`src/rtl/alu_pkg.sv`:
```
// alu_pkg: opcode encoding, flag bundle and opcode range shared by the ALU core and pipeline stage
package alu_pkg;

    typedef enum logic [3:0] {
        OP_ADD = 4'd0,
        OP_SUB = 4'd1,
        OP_AND = 4'd2,
        OP_OR  = 4'd3,
        OP_XOR = 4'd4,
        OP_NOR = 4'd5,
        OP_NOT = 4'd6,
        OP_SHL = 4'd7,
        OP_SHR = 4'd8
    } alu_op_e;

    localparam int OP_LAST = 8;

    typedef struct packed {
        logic zero;
        logic carry;
        logic neg;
        logic ovf;
        logic illegal;
    } alu_flags_t;

endpackage

```
`src/rtl/alu_core.sv`:
```
// alu_core: combinational ALU datapath
//   A, B   : operands
//   Op     : opcode
//   Result : computed result (0 for undefined opcodes)
//   Flags  : zero/carry/neg/ovf/illegal derived from this op and Result
module alu_core
    import alu_pkg::*;
#(
    parameter int WIDTH = 8
) (
    input  logic [WIDTH-1:0] A,
    input  logic [WIDTH-1:0] B,
    input  alu_op_e          Op,
    output logic [WIDTH-1:0] Result,
    output alu_flags_t       Flags
);

    logic             is_add;
    logic             is_sub;
    logic [WIDTH-1:0] b_in;
    logic [WIDTH:0]   sum;
    logic [WIDTH-1:0] res;
    logic             cy;

    // SUB reuses the adder as A + ~B + 1, so its carry out means "no borrow"
    always_comb begin
        is_add = (Op == OP_ADD);
        is_sub = (Op == OP_SUB);
        b_in   = is_sub ? ~B : B;
        sum    = {1'b0, A} + {1'b0, b_in} + (WIDTH + 1)'(is_sub);
        res    = '0;
        cy     = 1'b0;
        case (Op)
            OP_ADD, OP_SUB: begin
                res = sum[WIDTH-1:0];
                cy  = sum[WIDTH];
            end
            OP_AND: res = A & B;
            OP_OR:  res = A | B;
            OP_XOR: res = A ^ B;
            OP_NOR: res = ~(A | B);
            OP_NOT: res = ~A;
            OP_SHL: begin
                res = {A[WIDTH-2:0], 1'b0};
                cy  = A[WIDTH-1];
            end
            OP_SHR: begin
                res = {1'b0, A[WIDTH-1:1]};
                cy  = A[0];
            end
            default: res = '0;
        endcase
        Result        = res;
        Flags.zero    = (res == '0);
        Flags.carry   = cy;
        Flags.neg     = res[WIDTH-1];
        Flags.ovf     = is_add ? (A[WIDTH-1] == B[WIDTH-1]) && (res[WIDTH-1] != A[WIDTH-1]) :
                        is_sub ? (A[WIDTH-1] != B[WIDTH-1]) && (res[WIDTH-1] != A[WIDTH-1]) : 1'b0;
        Flags.illegal = int'(Op) > OP_LAST;
    end

endmodule

```
`src/rtl/alu_pipe_stage.sv`:
```
// alu_pipe_stage: two-stage valid/ready pipeline around alu_core
//   clk, reset          : clock, synchronous active-high reset
//   in_valid/in_ready   : operand handshake (A, B, Op)
//   out_valid/out_ready : result handshake (Result, Zero, Carry, Neg, Ovf, Illegal)
module alu_pipe_stage
    import alu_pkg::*;
#(
    parameter int WIDTH = 8
) (
    input  logic             clk,
    input  logic             reset,
    input  logic             in_valid,
    output logic             in_ready,
    input  logic [WIDTH-1:0] A,
    input  logic [WIDTH-1:0] B,
    input  logic [3:0]       Op,
    output logic             out_valid,
    input  logic             out_ready,
    output logic [WIDTH-1:0] Result,
    output logic             Zero,
    output logic             Carry,
    output logic             Neg,
    output logic             Ovf,
    output logic             Illegal
);

    logic [WIDTH-1:0] a_q, a_d, b_q, b_d, result_q, result_d;
    logic [3:0]       op_q, op_d;
    logic             s1_valid_q, s1_valid_d, s2_valid_q, s2_valid_d;
    alu_flags_t       flags_q, flags_d;
    logic [WIDTH-1:0] core_result;
    alu_flags_t       core_flags;
    logic             s2_ready;
    logic             in_xfer;
    logic             s1_move;

    alu_core #(.WIDTH(WIDTH)) u_core (
        .A      (a_q),
        .B      (b_q),
        .Op     (alu_op_e'(op_q)),
        .Result (core_result),
        .Flags  (core_flags)
    );

    // Ready looks through both stages so a draining output frees s2 and s1 in the same cycle
    always_comb begin
        s2_ready   = !s2_valid_q || out_ready;
        in_ready   = !s1_valid_q || s2_ready;
        in_xfer    = in_valid && in_ready;
        s1_move    = s1_valid_q && s2_ready;
        a_d        = in_xfer ? A : a_q;
        b_d        = in_xfer ? B : b_q;
        op_d       = in_xfer ? Op : op_q;
        s1_valid_d = in_xfer ? 1'b1 : (s2_ready ? 1'b0 : s1_valid_q);
        result_d   = s1_move ? core_result : result_q;
        flags_d    = s1_move ? core_flags : flags_q;
        s2_valid_d = s1_move ? 1'b1 : (out_ready ? 1'b0 : s2_valid_q);
    end

    always_ff @(posedge clk) begin
        if (reset) begin
            a_q        <= '0;
            b_q        <= '0;
            op_q       <= '0;
            s1_valid_q <= 1'b0;
            s2_valid_q <= 1'b0;
            result_q   <= '0;
            flags_q    <= '0;
        end else begin
            a_q        <= a_d;
            b_q        <= b_d;
            op_q       <= op_d;
            s1_valid_q <= s1_valid_d;
            s2_valid_q <= s2_valid_d;
            result_q   <= result_d;
            flags_q    <= flags_d;
        end
    end

    assign out_valid = s2_valid_q;
    assign Result    = result_q;
    assign Zero      = flags_q.zero;
    assign Carry     = flags_q.carry;
    assign Neg       = flags_q.neg;
    assign Ovf       = flags_q.ovf;
    assign Illegal   = flags_q.illegal;

endmodule
```
`config.mk`:
```
export PLATFORM = sky130hd
export DESIGN_NAME = alu_pipe_stage
export DESIGN_NICKNAME = d
export VERILOG_FILES = /design/src/rtl/alu_pkg.sv /design/src/rtl/alu_core.sv /design/src/rtl/alu_pipe_stage.sv
export SDC_FILE = /design/constraint.sdc
export NUM_CORES = 1
export LEC_CHECK = 0
export ABC_AREA = 0
export CORE_MARGIN = 2
export CORE_UTILIZATION = 35
export CTS_CLUSTER_DIAMETER = 120
export DETAILED_ROUTE_END_ITERATION = 8
export SLEW_MARGIN = 25
export SYNTH_ARGS = -nofsm -noshare
export SYNTH_HDL_FRONTEND = slang
export SYNTH_HIERARCHICAL = 1
export SYNTH_SLANG_ARGS = --single-unit
```
`constraint.sdc`:
```
create_clock -name clk -period 5.23 [get_ports clk]
set_input_delay 0.7845 -clock clk [delete_from_list [all_inputs] [get_ports clk]]
set_output_delay 0.7845 -clock clk [all_outputs]
set_load 0.02 [all_outputs]
```
* Word-level counts from Yosys, hierarchy flattened
Cells that the tools add are included.
** Cells by class
- $add $sub $neg :: 2
- Magnitude comparators :: 1
- Eq/ne operators :: 11
- Muxes and demuxes :: 9
- Bitwise gates (word level) :: 6
- Reduce and logical (&&, ||, !) cells :: 13
** Operators with widths (count)
- $pmux 8 s8 :: 1
- $not 8->8 :: 3
- $eq 4x3->1 const B :: 4
- $add 8x8->9 :: 1
- $add 9x1->9 :: 1
- $and 8x8->8 :: 1
- $eq 4x2->1 const B :: 2
- $logic_not 8->1 :: 1
- $mux 8 :: 1
- $or 8x8->8 :: 1
- $xor 8x8->8 :: 1
- $mux 1 :: 6
- $eq 4x1->1 const B :: 1
- $eq 4x4->1 const B :: 1
- $gt 4x4->1 const B :: 1
- $logic_and 1x1->1 :: 4
- $logic_not 4->1 :: 1
- $reduce_bool 2->1 :: 2
- $pmux 1 s3 :: 1
- $logic_not 1->1 :: 2
- $logic_or 1x1->1 :: 2
- $ne 1x1->1 :: 2
- $reduce_or 2->1 :: 1
- $eq 1x1->1 :: 1
** Word-level totals
- Register bits after elaboration :: 35
- Input bits :: 24
- Output and inout bits :: 15
- Logic and storage cells :: 53

* Depth between registers and ports, before layout
Gate-level depths: netlist of the first run.
- Word-level depth :: 9
- Gate-level depth with buffers :: 15
- Mapped depth without buffers :: 12

* Modules after synthesis
The synthesis of the first run kept the hierarchy.
** By module, submodules not included
- alu_core :: times used 1, cells each 192, area each 1478.9 um^2, sequential area each 0.0 um^2
- alu_pipe_stage :: times used 1, cells each 155, area each 1475.2 um^2, sequential area each 700.7 um^2

* Worst setup path after synthesis of the first run
No wires, ideal clock.
- Path kind :: register to register
- Start point :: register op_q[1]
- End point :: register flags_q, in the netlist Zero
- Setup time :: 0.070 ns
- Data arrival time :: 2.784 ns
- Data required time :: 5.160 ns
- Slack :: 2.376 ns
- Stages on the path, launching flop included :: 14
- Path buffers :: 2
- Clock period less this slack :: 2.854 ns
- Cells stage by stage :: dfxtp_1 buf_2 nor4b_2 buf_4 xnor2_1 ha_1 a31o_1 a211oi_1 o21ai_0 xor2_1 a221o_1 nor4_2 nand3_1 a21oi_1
** RTL lines
- start, declared :: RTL line alu_pipe_stage.sv:28 : logic [3:0] op_q, op_d;
- start signal, assigned :: RTL line alu_pipe_stage.sv:72 : op_q <= op_d;
- end signal, assigned :: RTL line alu_pipe_stage.sv:76 : flags_q <= flags_d;
- end, declared :: RTL line alu_pipe_stage.sv:30 : alu_flags_t flags_q, flags_d;

==> results of run 1 <==
-- power breakdown --
part,internal (mW),switching [mW]
combinational,0.113,0.124
clock,0.103,0.0976
sequential,0.283,0.0204
-- flip-flops by register name (all words and copies together) (netlist names) --
name,flops
Zero,1
Result,8
Neg,1
Illegal,1
op_q,4
a_q,8
out_valid,1
s1_valid_q,1
Carry,1
b_q,8
Ovf,1
-- per-layer routing --
metal  track usage (%)  share of wire (%)  wire length (um)  vias to the layer above
met5                 0                  0                 0                        -
met4              5.48                1.8               124                        0
met3              1.96                3.9               273                        8
met2              26.2                 47              3240                       66
met1              23.5                 48              3300                     1161
li1                  -                  -                 -                     1263
-- worst max path at each step --
stage,startpoint,slack (ns),endpoint
after floorplan,op_q[1]$_SDFFE_PP0P_,2.38,Zero$_SDFFE_PP0P_
final,op_q[0]$_SDFFE_PP0P_,1.88,Zero$_SDFFE_PP0P_
after detailed placement,op_q[3]$_SDFFE_PP0P_,1.96,Zero$_SDFFE_PP0P_
after global placement,op_q[0]$_SDFFE_PP0P_,2.11,Zero$_SDFFE_PP0P_
after global routing,op_q[3]$_SDFFE_PP0P_,1.69,Zero$_SDFFE_PP0P_
after CTS,op_q[0]$_SDFFE_PP0P_,1.93,Zero$_SDFFE_PP0P_
-- worst register-to-register path, cell delays in order, from the launching register on --
cell and delay, ns:
sky130_fd_sc_hd__dfxtp_1 0.32, sky130_fd_sc_hd__buf_4 0.29, sky130_fd_sc_hd__nor4b_2 0.28, sky130_fd_sc_hd__buf_4 0.24
sky130_fd_sc_hd__xnor2_1 0.20, sky130_fd_sc_hd__ha_1 0.32, sky130_fd_sc_hd__a31o_1 0.20, sky130_fd_sc_hd__a211oi_1 0.30
sky130_fd_sc_hd__o21ai_0 0.14, sky130_fd_sc_hd__xor2_1 0.15, sky130_fd_sc_hd__a221o_1 0.34, sky130_fd_sc_hd__nor4_2 0.26
sky130_fd_sc_hd__nand3_1 0.09, sky130_fd_sc_hd__a21oi_1 0.15
-- through the flow --
stage,power (mW),cells,setup WS [ns]
after floorplan,0.480,347,2.38
after global routing,0.788,475,1.69
after global placement,0.542,468,2.11
final,0.741,475,1.88
after CTS,0.747,475,1.93
after detailed placement,0.545,468,1.96
-- cells in the final DEF, fill, tap and decap left out, types with 2 or more instances in the layout --
| cell | netlist | layout |
|---|---|---|
| sky130_fd_sc_hd__mux2_4 | 2 | 2 |
| sky130_fd_sc_hd__a32o_1 | 2 | 2 |
| sky130_fd_sc_hd__nor3b_1 | 4 | 4 |
| sky130_fd_sc_hd__inv_1 | 18 | 18 |
| sky130_fd_sc_hd__buf_4 | 4 | 6 |
| sky130_fd_sc_hd__o21ai_1 | 6 | 6 |
| sky130_fd_sc_hd__xnor2_1 | 8 | 8 |
| sky130_fd_sc_hd__nor2_1 | 9 | 9 |
| sky130_fd_sc_hd__a31o_1 | 2 | 2 |
| sky130_fd_sc_hd__a31oi_1 | 2 | 2 |
| sky130_fd_sc_hd__xor2_1 | 3 | 3 |
| sky130_fd_sc_hd__a21oi_1 | 23 | 23 |
| sky130_fd_sc_hd__nor3_1 | 3 | 3 |
| sky130_fd_sc_hd__a221o_1 | 2 | 2 |
| sky130_fd_sc_hd__nand3b_1 | 2 | 2 |
| sky130_fd_sc_hd__a22oi_1 | 2 | 2 |
| sky130_fd_sc_hd__mux2i_1 | 23 | 23 |
| sky130_fd_sc_hd__o211ai_1 | 2 | 2 |
| sky130_fd_sc_hd__a211o_1 | 2 | 2 |
| sky130_fd_sc_hd__a21boi_0 | 2 | 2 |
| sky130_fd_sc_hd__nand4_1 | 2 | 2 |
| sky130_fd_sc_hd__nand2b_1 | 43 | 43 |
| sky130_fd_sc_hd__clkbuf_8 | 0 | 6 |
| sky130_fd_sc_hd__nor2b_1 | 8 | 8 |
| sky130_fd_sc_hd__nor4b_2 | 2 | 2 |
| sky130_fd_sc_hd__and4b_1 | 2 | 2 |
| sky130_fd_sc_hd__o21ai_0 | 18 | 18 |
| sky130_fd_sc_hd__clkdlybuf4s50_1 | 0 | 38 |
| sky130_fd_sc_hd__and3b_1 | 3 | 3 |
| sky130_fd_sc_hd__ha_1 | 25 | 25 |
| sky130_fd_sc_hd__dfxtp_1 | 35 | 35 |
| sky130_fd_sc_hd__nand2_1 | 12 | 12 |
| sky130_fd_sc_hd__mux2_1 | 4 | 4 |
| sky130_fd_sc_hd__a211oi_1 | 5 | 5 |
| sky130_fd_sc_hd__nand3_1 | 17 | 17 |
| sky130_fd_sc_hd__a22o_1 | 2 | 2 |
| sky130_fd_sc_hd__a211oi_2 | 2 | 2 |
-- cells by family (layout without fill, tap and decap cells) --
logic type	Yosys count	after routing
AO/OA/AOI/OAI	81	81
XOR/XNOR	11	11
multiplexers	30	30
flip-flops	35	35
buffers and inverters	47	70
adder cells (fa/ha/maj)	26	26
AND/OR/NAND/NOR	117	117
-- area by class of cell --
| type | count | area, sq um | area share, % |
|---|---|---|---|
| well taps | 105 | 131 | 3.84 |
| clock buffers | 6 | 82.6 | 2.41 |
| flip-flops and latches | 35 | 701 | 20.5 |
| repair buffers | 44 | 425 | 12.4 |
| inverters | 19 | 71.3 | 2.08 |
| multi-input cells | 265 | 2010 | 58.6 |
| clock inverters | 1 | 5.00 | 0.146 |
==> results summary, run 1 <==
The flow ran to the end, and the final reports show no timing, DRC or antenna violations. The half-perimeter wire length of the detailed placement result is about 5100 um. The die is 95.9 um wide.

The average size of a mapped cell is 8.51 sq um. The utilization of the core after routing came out at approximately two fifths. The pin slew with the least headroom to its limit is 0.793 ns.

The number of sinks driven by the clock tree is 35. By area, the combinational part of the netlist is dominated by simple AND/OR/NAND/NOR gates. The post-synthesis register bit count came out at 35. The worst path in the final design needs a cycle of 3.35 ns, including I/O delays and setup. The final worst clock skew came out at 0.00276 ns. The cell area after layout is 0.00342 sq mm.

Among the stages of the critical path, the cell type that occurs most often is sky130_fd_sc_hd__buf_4. The largest stage delay on the critical path came out at ~0.34 ns. The power per standard cell area is 216 mW/mm^2. Of all flip-flops after synthesis, the portion carrying an async set or reset was 0%. The number of placement rows came out at 33. The count of maximum capacitance violations is 0. The critical path is of the reg -> reg type. The initial core utilization came out at between 30 and 40%. The total number of cells along the worst setup path came out at 13. After layout, the worst path uses between 60% and 70% of the clock period.

The count of distinct cell types in the synthesized netlist is 60. The largest driver fanout on the critical path came out at 29. The leakage power is between 1 and 1.5 nW. In the post-synthesis netlist, the biggest area contributors are sky130_fd_sc_hd__dfxtp_1, sky130_fd_sc_hd__ha_1, sky130_fd_sc_hd__nand2b_1, sky130_fd_sc_hd__mux2i_1, sky130_fd_sc_hd__a21oi_1. By count the netlist is led by sky130_fd_sc_hd__nand2b_1, sky130_fd_sc_hd__dfxtp_1, sky130_fd_sc_hd__ha_1. The share of the synthesized area in compound gates (AO/OA/AOI/OAI) is 18.2%. The worst setup path is captured at a register. For this run, the register share of the synthesized area comes to a little under a quarter. Across all register-to-register paths, the minimum setup slack is 1.88 ns. Entering global routing, the biggest net connects 56 pins. The insertion delay to the later sink of the worst-skew pair came out at 0.29 ns. The maximum level of the CTS H-tree came out at 2. The relative max-transition margin is 46.8%. The number of gates resized after cts came out at 0. The detailed router finished its first iteration with between 200 and 250 violations. In this run the critical register-to-register path is launched from op_q[0]$_SDFFE_PP0P_. The max-slew violation count is 0. For the worst setup path, the data arrival time is between 3 and 4 ns. Setup violations remaining at the end of the flow were counted as 0. Traced cell by cell, the critical path runs through buf_4, nor4b_2, buf_4, xnor2_1, ha_1, a31o_1, a211oi_1, o21ai_0, xor2_1, a221o_1, nor4_2, nand3_1, a21oi_1. The count of vias placed by the detailed router is approximately 2.5k. The routed wirelength normalized by instance count came out at 14.6 um. The number of setup buffers added after CTS came out at 0. The worst setup path is launched from a register.

The TritonCTS clock tree is yes. In the routed layout, each cell is associated on average with a via count of ~5.3. The number of port buffers came out at 38.

In this run the biggest area consumer among cell types represents between 20% and 30% of the synthesized area. On the critical path, the stage with the largest delay is an instance of sky130_fd_sc_hd__a221o_1. The vertical extent of the die is around 96 um. The core footprint is between 0.008 and 0.009 sq mm. Derived from the worst setup path, the maximum achievable clock frequency is 298 MHz. Setup repair after global routing left no endpoint under its margin. The worst supply voltage drop on vdd is ~0.12 mV. The cell taking the most area after synthesis is sky130_fd_sc_hd__dfxtp_1. The number of buffers inserted during clock tree synthesis is 5.

The worst endpoint required time came out at around 5.5 ns. After detailed routing, the total wire length is 6940 um. The multiplexer share of the synthesized area is ~11%. The critical path buffer and inverter count is 2. After the last flow step, the layout net total stands at 420. The post-synthesis adder-cell area fraction is 11.3%. 0 antenna diodes ended up in the layout.

The count of cells along the worst hold path is 2. The worst hold path terminates at Result[5]$_SDFFE_PP0P_. The number of remaining DRC errors is 0. The post-synthesis simple-gate area fraction came out at approximately 25%. The net count of the mapped netlist is 397.

The clock root buffer master is sky130_fd_sc_hd__clkbuf_8. The antenna violation net count after detailed routing is 0. The worst hold path begins at Result[5]$_SDFFE_PP0P_. The total number of yosys warnings is 6. Of the total synthesized cell area, the portion taken by XOR and XNOR cells is 3.26%. The kind of cell adding the most delay to the critical path is compound AO/OA/AOI/OAI gates. In the synthesized netlist the dominant register cell turns out to be sky130_fd_sc_hd__dfxtp_1. The number of detailed-routing iterations run before antenna repair came out at 4. The tightest min-delay check is of the reg -> reg type.

The number of antenna violations at the first check in global routing came out at 0. The share of final-layout standard cells stronger than drive strength 1 came out at roughly 7.3%. The all-layer global routing usage came out at approximately 17%. The placed cell area came out at roughly 0.0033 sq mm. The area of the die is 0.00919 sq mm. Compared with the post-synthesis result, the final layout area differs by 15.9%. Hold is met by around 0.48 ns.

The count of hold-fix buffers inserted at cts came out at 0. The number of cells on the worst reg-to-reg path is 13. The endpoint of the worst register-to-register path is Zero$_SDFFE_PP0P_.

The first global-routing pass estimated around 12000 um of wire. The total grt overflow came out at 0. In the post-synthesis netlist, the cell with the most instances is sky130_fd_sc_hd__nand2b_1. The summed negative setup slack over all endpoints is 0 ns.

The gate count after technology mapping came out at roughly 350. The routability congestion estimate is between 0.8 and 0.9. The number of global-route vias before repair came out at roughly 2.4k. The deepest clock path buffer count is 2. The clock edge transition at the registers on the reported setup and hold paths came out at about 0.07 ns. The number of enable-type register cells in the synthesized netlist came out at 0. The cell area after technology mapping came out at about 0.0030 sq mm. The layout filler cell count came out at 800. The final number of hold-violating endpoints is 0. The I/O pin total is 39.
No activity file was read; power rests on OpenSTA's default activity.
==> run 2, diff against run 1 <==
==> constraint.sdc (replaced) <==
create_clock -name clk -period 3 [get_ports clk]
set_input_delay 0.45 -clock clk [delete_from_list [all_inputs] [get_ports clk]]
set_output_delay 0.45 -clock clk [all_outputs]
set_load 0.02 [all_outputs]
==> results summary, run 2 (same netlist as run 1, synthesis figures left out) <==
The flow ran to the end, and the final reports show no timing, DRC or antenna violations. The number of placement rows came out at 33. For the pin with the worst max-slew slack, the measured transition is 0.667 ns. In this run the worst setup path terminates at Zero$_SDFFE_PP0P_. The number of global-route vias before repair came out at 2452. The critical path buffer and inverter count is 0. Global routing consumed, on the met2 layer, around 26% of the routing resources. The cell area after layout came out at around 0.0035 sq mm. For met3 alone, demand over resource in global routing was ~2.5%.

Relative to the synthesized area, the layout overhead comes to 18.0%. Setup repair after global routing left no endpoint under its margin. The detail route stage leaves a number of antenna-violating nets equal to 0.

Derived from the worst setup path, the maximum achievable clock frequency is approximately 350 MHz. The total grt overflow came out at 0. The critical path crosses 11 cells after its start point.

Of all nets on the critical path, the largest fanout is 3. The clock period minus final worst setup slack came out at 2.85 ns. In this run the clock root is driven by a sky130_fd_sc_hd__clkbuf_8. The maximum number of pins on one net before global-route repair is between 40 and 50. The number of antenna violations at the first check in global routing is 0.

In this run the cell area measured after placement is about 0.0034 sq mm. The all-layer global routing usage is approximately 17%. The number of clock buffers added by TritonCTS is 5.

The share of final-layout standard cells stronger than drive strength 1 is 8.97%. The number of vias per cell after detailed routing is ~5.3. The final cycle utilization of the critical path is 95.1%. Detailed routing inserted a total of ~2.6k vias. The initial core utilization is between 30% and 40%. The count of hold-fix buffers inserted at cts came out at 0.

At the worst endpoint, the arrival time is ~3 ns. The first-pass GRT wire length came out at roughly 12000 um. The I/O pin total is 39. The relative max-transition margin is about 55%. After legalization and detailed placement, the total HPWL measured between 5000 and 6000 um. The vertical extent of the die came out at about 96 um. The routability congestion estimate is about 0.95. The critical setup path kind is reg -> reg. Grouping stages by cell kind, the critical path spends the most delay in compound AO/OA/AOI/OAI gates.

Dividing total power by cell area gives a power density of 369 mW/mm^2. The register-to-register path setup slack is 0.15 ns. Leaving out fill and tap cells, the most frequent cell in the layout is sky130_fd_sc_hd__nand2b_1. Setup violations remaining at the end of the flow were counted as 0.

Global routing consumed, on the met1 layer, 23.0% of the routing resources. The core footprint came out at between 0.008 and 0.009 sq mm. For this run, design rule violations remaining after detail routing come to 0. The final number of hold-violating endpoints came to 0. The TritonCTS clock tree is yes. The deepest clock path buffer count came out at 2. In this run the critical register-to-register path is captured at Zero$_SDFFE_PP0P_. The count of maximum capacitance violations came out at 0.

The first element of the critical path is op_q[1]$_SDFFE_PP0P_. The number of cells on the worst reg-to-reg path is 11. The insertion delay to the later sink of the worst-skew pair came out at 0.29 ns. After clock tree synthesis, the clock-pin slew on the worst setup and hold paths is around 0.070 ns. The floorplan step defined a die boundary enclosing between 0.009 and 0.01 sq mm. The worst flop-to-flop path startpoint is op_q[1]$_SDFFE_PP0P_. The layout filler cell count came out at between 700 and 800. The total inserted antenna cells is 0. The routed wirelength normalized by instance count is 15.0 um. In the layout the commonest cells are sky130_fd_sc_hd__nand2b_1, sky130_fd_sc_hd__clkdlybuf4s50_1, sky130_fd_sc_hd__dfxtp_1. The worst supply voltage drop on vdd came out at 0.235 mV. The routing layer with the top usage in global route is met2. The max-slew violation count came out at 0. The final-stage net count is about 430. In this run the tool buffered the top-level ports with 38 buffer cells. Clock tree synthesis found a total of 35 sinks. The worst setup path is captured at a register. The leakage power is about 1.4 nW.

Summed over all layers, the routed wires come to ~7200 um. Walking the worst path, the cells encountered are nor4b_4, xnor2_1, ha_1, a31o_1, a211oi_1, o21ai_0, xor2_1, a221o_1, nor4_2, nand3_1, a21oi_1. The overall die width is about 96 um.

The maximum level of the CTS H-tree came out at 2. The largest stage delay on the critical path came out at between 0.3 and 0.4 ns. The number of detailed-routing iterations run before antenna repair is 5. The class of the most critical hold timing path is reg -> reg.

At the worst endpoint, the required time is between 3 and 4 ns. The summed negative setup slack over all endpoints came out at 0 ns. For this block, the initial DRC count from the detailed router was approximately 200. The worst setup path is launched from a register.

Clock skew on the completed layout was measured at approximately 0.0060 ns. On the critical path, the stage with the largest delay is an instance of sky130_fd_sc_hd__dfxtp_1.
## run 2: metal layers
layer / share of wire, % / wire, um
met5: 0 / 0
met4: 2.1 / 154
met3: 3.6 / 259
met2: 46 / 3340
met1: 48 / 3480
## run 2: worst register-to-register path, stage by stage (launching register included)
cell	delay, ns
sky130_fd_sc_hd__dfxtp_1	0.33
sky130_fd_sc_hd__nor4b_4	0.32
sky130_fd_sc_hd__xnor2_1	0.21
sky130_fd_sc_hd__ha_1	0.33
sky130_fd_sc_hd__a31o_1	0.22
sky130_fd_sc_hd__a211oi_1	0.25
sky130_fd_sc_hd__o21ai_0	0.14
sky130_fd_sc_hd__xor2_1	0.16
sky130_fd_sc_hd__a221o_1	0.33
sky130_fd_sc_hd__nor4_2	0.27
sky130_fd_sc_hd__nand3_1	0.10
sky130_fd_sc_hd__a21oi_1	0.13
## run 2: stage by stage
stage / utilization (%) / hold slack, ns / total power, mW / cells / worst slack (ns)
2_1_floorplan: - / 0.445 / 0.838 / 347 / 0.146
3_3_place_gp: 41.3 / 0.466 / 0.956 / 475 / 0.169
3_5_place_dp: 41.3 / 0.472 / 0.961 / 475 / 0.0978
4_1_cts: 42.2 / 0.484 / 1.30 / 483 / 0.0919
5_1_grt: 42.4 / 0.505 / 1.37 / 484 / 0.000778
6_report: 42.4 / 0.480 / 1.29 / 484 / 0.146
## run 2: final cells by class
class | instances | area [sq um] | area share [%]
Multi-Input combinational cell | 265 | 2020 | 57.8
Sequential cell | 35 | 701 | 20.1
Timing Repair Buffer | 52 | 485 | 13.9
Tap cell | 105 | 131 | 3.77
Clock buffer | 7 | 76.3 | 2.19
Inverter | 19 | 71.3 | 2.05
Clock inverter | 1 | 5.00 | 0.144
## run 2: timing repair
action	in CTS	in global routing
setup buffers	0	1
resized for setup	0	1
endpoints found under the setup margin	0	3
## run 2: how the worst min path moves through the flow
stage	start	cells past startpoint	endpoint
after floorplan	op_q[0]$_SDFFE_PP0P_	2	op_q[0]$_SDFFE_PP0P_
after global placement	Result[5]$_SDFFE_PP0P_	2	Result[5]$_SDFFE_PP0P_
after detailed placement	Carry$_SDFFE_PP0P_	2	Carry$_SDFFE_PP0P_
after CTS	Carry$_SDFFE_PP0P_	2	Carry$_SDFFE_PP0P_
after global routing	Result[7]$_SDFFE_PP0P_	2	Result[7]$_SDFFE_PP0P_
final	Result[4]$_SDFFE_PP0P_	2	Result[4]$_SDFFE_PP0P_
## run 2: power by group
part	total (mW)	internal (mW)	switching, mW
Clock	0.330	0.163	0.167
Sequential	0.521	0.493	0.0278
Combinational	0.438	0.206	0.231
Total	1.29	0.862	0.426
==> RTL edit (config.mk and constraints of run 2) <==
Register the output `Ovf`, with the module's reset; this adds one clock of latency there. The other outputs are not delayed to match.
--- a/src/rtl/alu_pipe_stage.sv
+++ b/src/rtl/alu_pipe_stage.sv
@@ -82,7 +82,13 @@
     assign Zero      = flags_q.zero;
     assign Carry     = flags_q.carry;
     assign Neg       = flags_q.neg;
-    assign Ovf       = flags_q.ovf;
+    always_ff @(posedge clk) begin
+        if (reset) begin
+            Ovf <= '0;
+        end else begin
+            Ovf <= flags_q.ovf;
+        end
+    end
     assign Illegal   = flags_q.illegal;
 
 endmodule
Check against the original RTL: not equivalent (a bounded check fails within 4 cycles, from zero or initial values and one cycle with reset high).
==> RTL edit against run 2 <==
  * Core utilization increased by 0.85 points
  * Cell count increased by 0.21%
  * Non-clock buffer count increased by 2
  * Routed wire length increased by 3.0%
  * Synthesized area increased by 0.89%
  * Power decreased by 0.16%
  * Cell area increased by 2.0%
  * Clock power decreased by 9.1%
  * Highest routed layer unchanged
  * Setup slack got worse by 0.038 ns
  * Sequential share of layout area increased by 0.20 points
  * Sequential cell count increased by 1
==> RTL edit: results (changes against run 2) <==
| Metric | Value |
|---|---|
| Status | `finished, final reports clean` |
| DP Area | `3420 um2 (+0.78%)` |
| Worst path top cell family by delay | `simple AND/OR/NAND/NOR gates` |
| Power Combinational | `0.000449 W (+3%)` |
| Worst-Margin Slew | `0.818 ns (+0.151 ns)` |
| Max Clock Skew | `0.00385 ns (-0.00219 ns)` |
| R2r setup slk | `0.11 ns (-0.04 ns)` |
| Ant diodes | `0 (unchanged)` |
| Reg2reg path depth | `12 (+1)` |
| Xor-xnor portion of the synthesized cell area | `3.23% (-0.029 points)` |
| MaxCap Viol Count | `0 (unchanged)` |
| Worst Hold Slack | `0.476 ns (-0.00354 ns)` |
| DR WL/cell | `15.4 um (+2.8%)` |
| Pre-CTS worst setup slack | `0.0475 ns (-0.0502 ns)` |
| Complex-gate fraction of the synthesized area | `18.0% (-0.16 points)` |
| Largest stage delay, worst path | `0.39 ns (+0.06 ns)` |
| Post-Layout Cell Count | `485 (+0.21%)` |
| Syn nets | `399 (+0.50%)` |
| Netlist cell types | `60 (unchanged)` |
| First-pass GRT wire length | `12,400 um (+4.3%)` |
| Clk_lat worst skew | `approximately 0.28 ns` |
| Root Driver | `clkbuf_8` |
| Ratio of cells with drive above 1 in the final layout | `11.8% (+2.9 points)` |
| Hold wc startpoint | `Neg$_SDFFE_PP0P_` |
| CP Capture Type | `register` |
| Max IR drop VDD | `0.000227 V (-3.5%)` |
| Worst Hold Class | `register to register` |
| Worst r2r src | `op_q[2]$_SDFFE_PP0P_` |
| Ranking of synthesized cells by area | `dfxtp_1, ha_1, nand2b_1, mux2i_1, a21oi_1` |
| Drt pass-1 iters | `4 (-1)` |
| Post-synthesis cell count | `349 (+0.58%)` |
| Seq/Total Area, Yosys | `24.2% (+0.46 points)` |
| Placer Congestion | `0.966 (+1.8%)` |
| Final worst-path cycle share | `96.4% (+1.3 points)` |
| P_seq | `0.000537 W (+3%)` |
| Logic gate share of total power | `34.9% (+0.9 points)` |
| IO buf count | `38 (unchanged)` |
| Initial DRC Count | `190 (-6.9%)` |
| H-Tree Depth | `2 (unchanged)` |
| Hold EP | `Neg$_SDFFE_PP0P_` |
| Largest net degree at the start of global routing | `42 (+2.4%)` |
| Most common library cells after synthesis | `nand2b_1, dfxtp_1, ha_1, a21oi_1, mux2i_1` |
| Adder-cell share of the synthesized area | `11.2% (-0.099 points)` |
| Multiplexer share of the synthesized area | `10.6% (-0.094 points)` |
| P_leak | `1.41 nW (+2.3%)` |
| Critical path startpoint | `op_q[2]$_SDFFE_PP0P_` |
| Nets | `432 (+0.93%)` |
| Vias per cell | `5.31 (about the same)` |
| Number of global-route vias before repair | `2,496 (+1.8%)` |
| DP HPWL | `5490 um (+1.9%)` |
| Cells after DPL | `477 (+0.42%)` |
| Net Switching | `0.000414 W (-2.8%)` |
| Arrival time at the worst endpoint | `3.11 ns (+0.04 ns)` |
| Total track usage | `17.1% (+0.52 points)` |
| Crit-path slowest cell | `nor4b_4` |
-- RTL edit: layout make-up --
| cell class | count | area (um2) |
|---|---|---|
| fill | 817 | 4660 |
| tap | 105 | 131 |
| sequential | 36 | 722 |
| multi-input combinational | 266 | 2060 |
| inverter | 19 | 71.3 |
| timing repair buffer | 54 | 503 |
| clock buffer | 5 | 68.8 |
-- RTL edit: layer usage --
metal / part of all wire (%) / routed length (um) / track usage (%) / vias up
li1: - / - / - / 1293
met3: 4.0 / 301 / 2.98 / 8
met4: 1.6 / 119 / 6.19 / 0
met2: 46 / 3460 / 27.1 / 57
met5: 0 / 0 / 0 / -
met1: 48 / 3570 / 23.2 / 1216
-- RTL edit: what timing repair did --
| item | 4_1_cts | 5_1_grt |
|---|---|---|
| setup endpoints to repair | 0 | 5 |
| gates resized for setup | 0 | 15 |
| setup buffers | 0 | 3 |
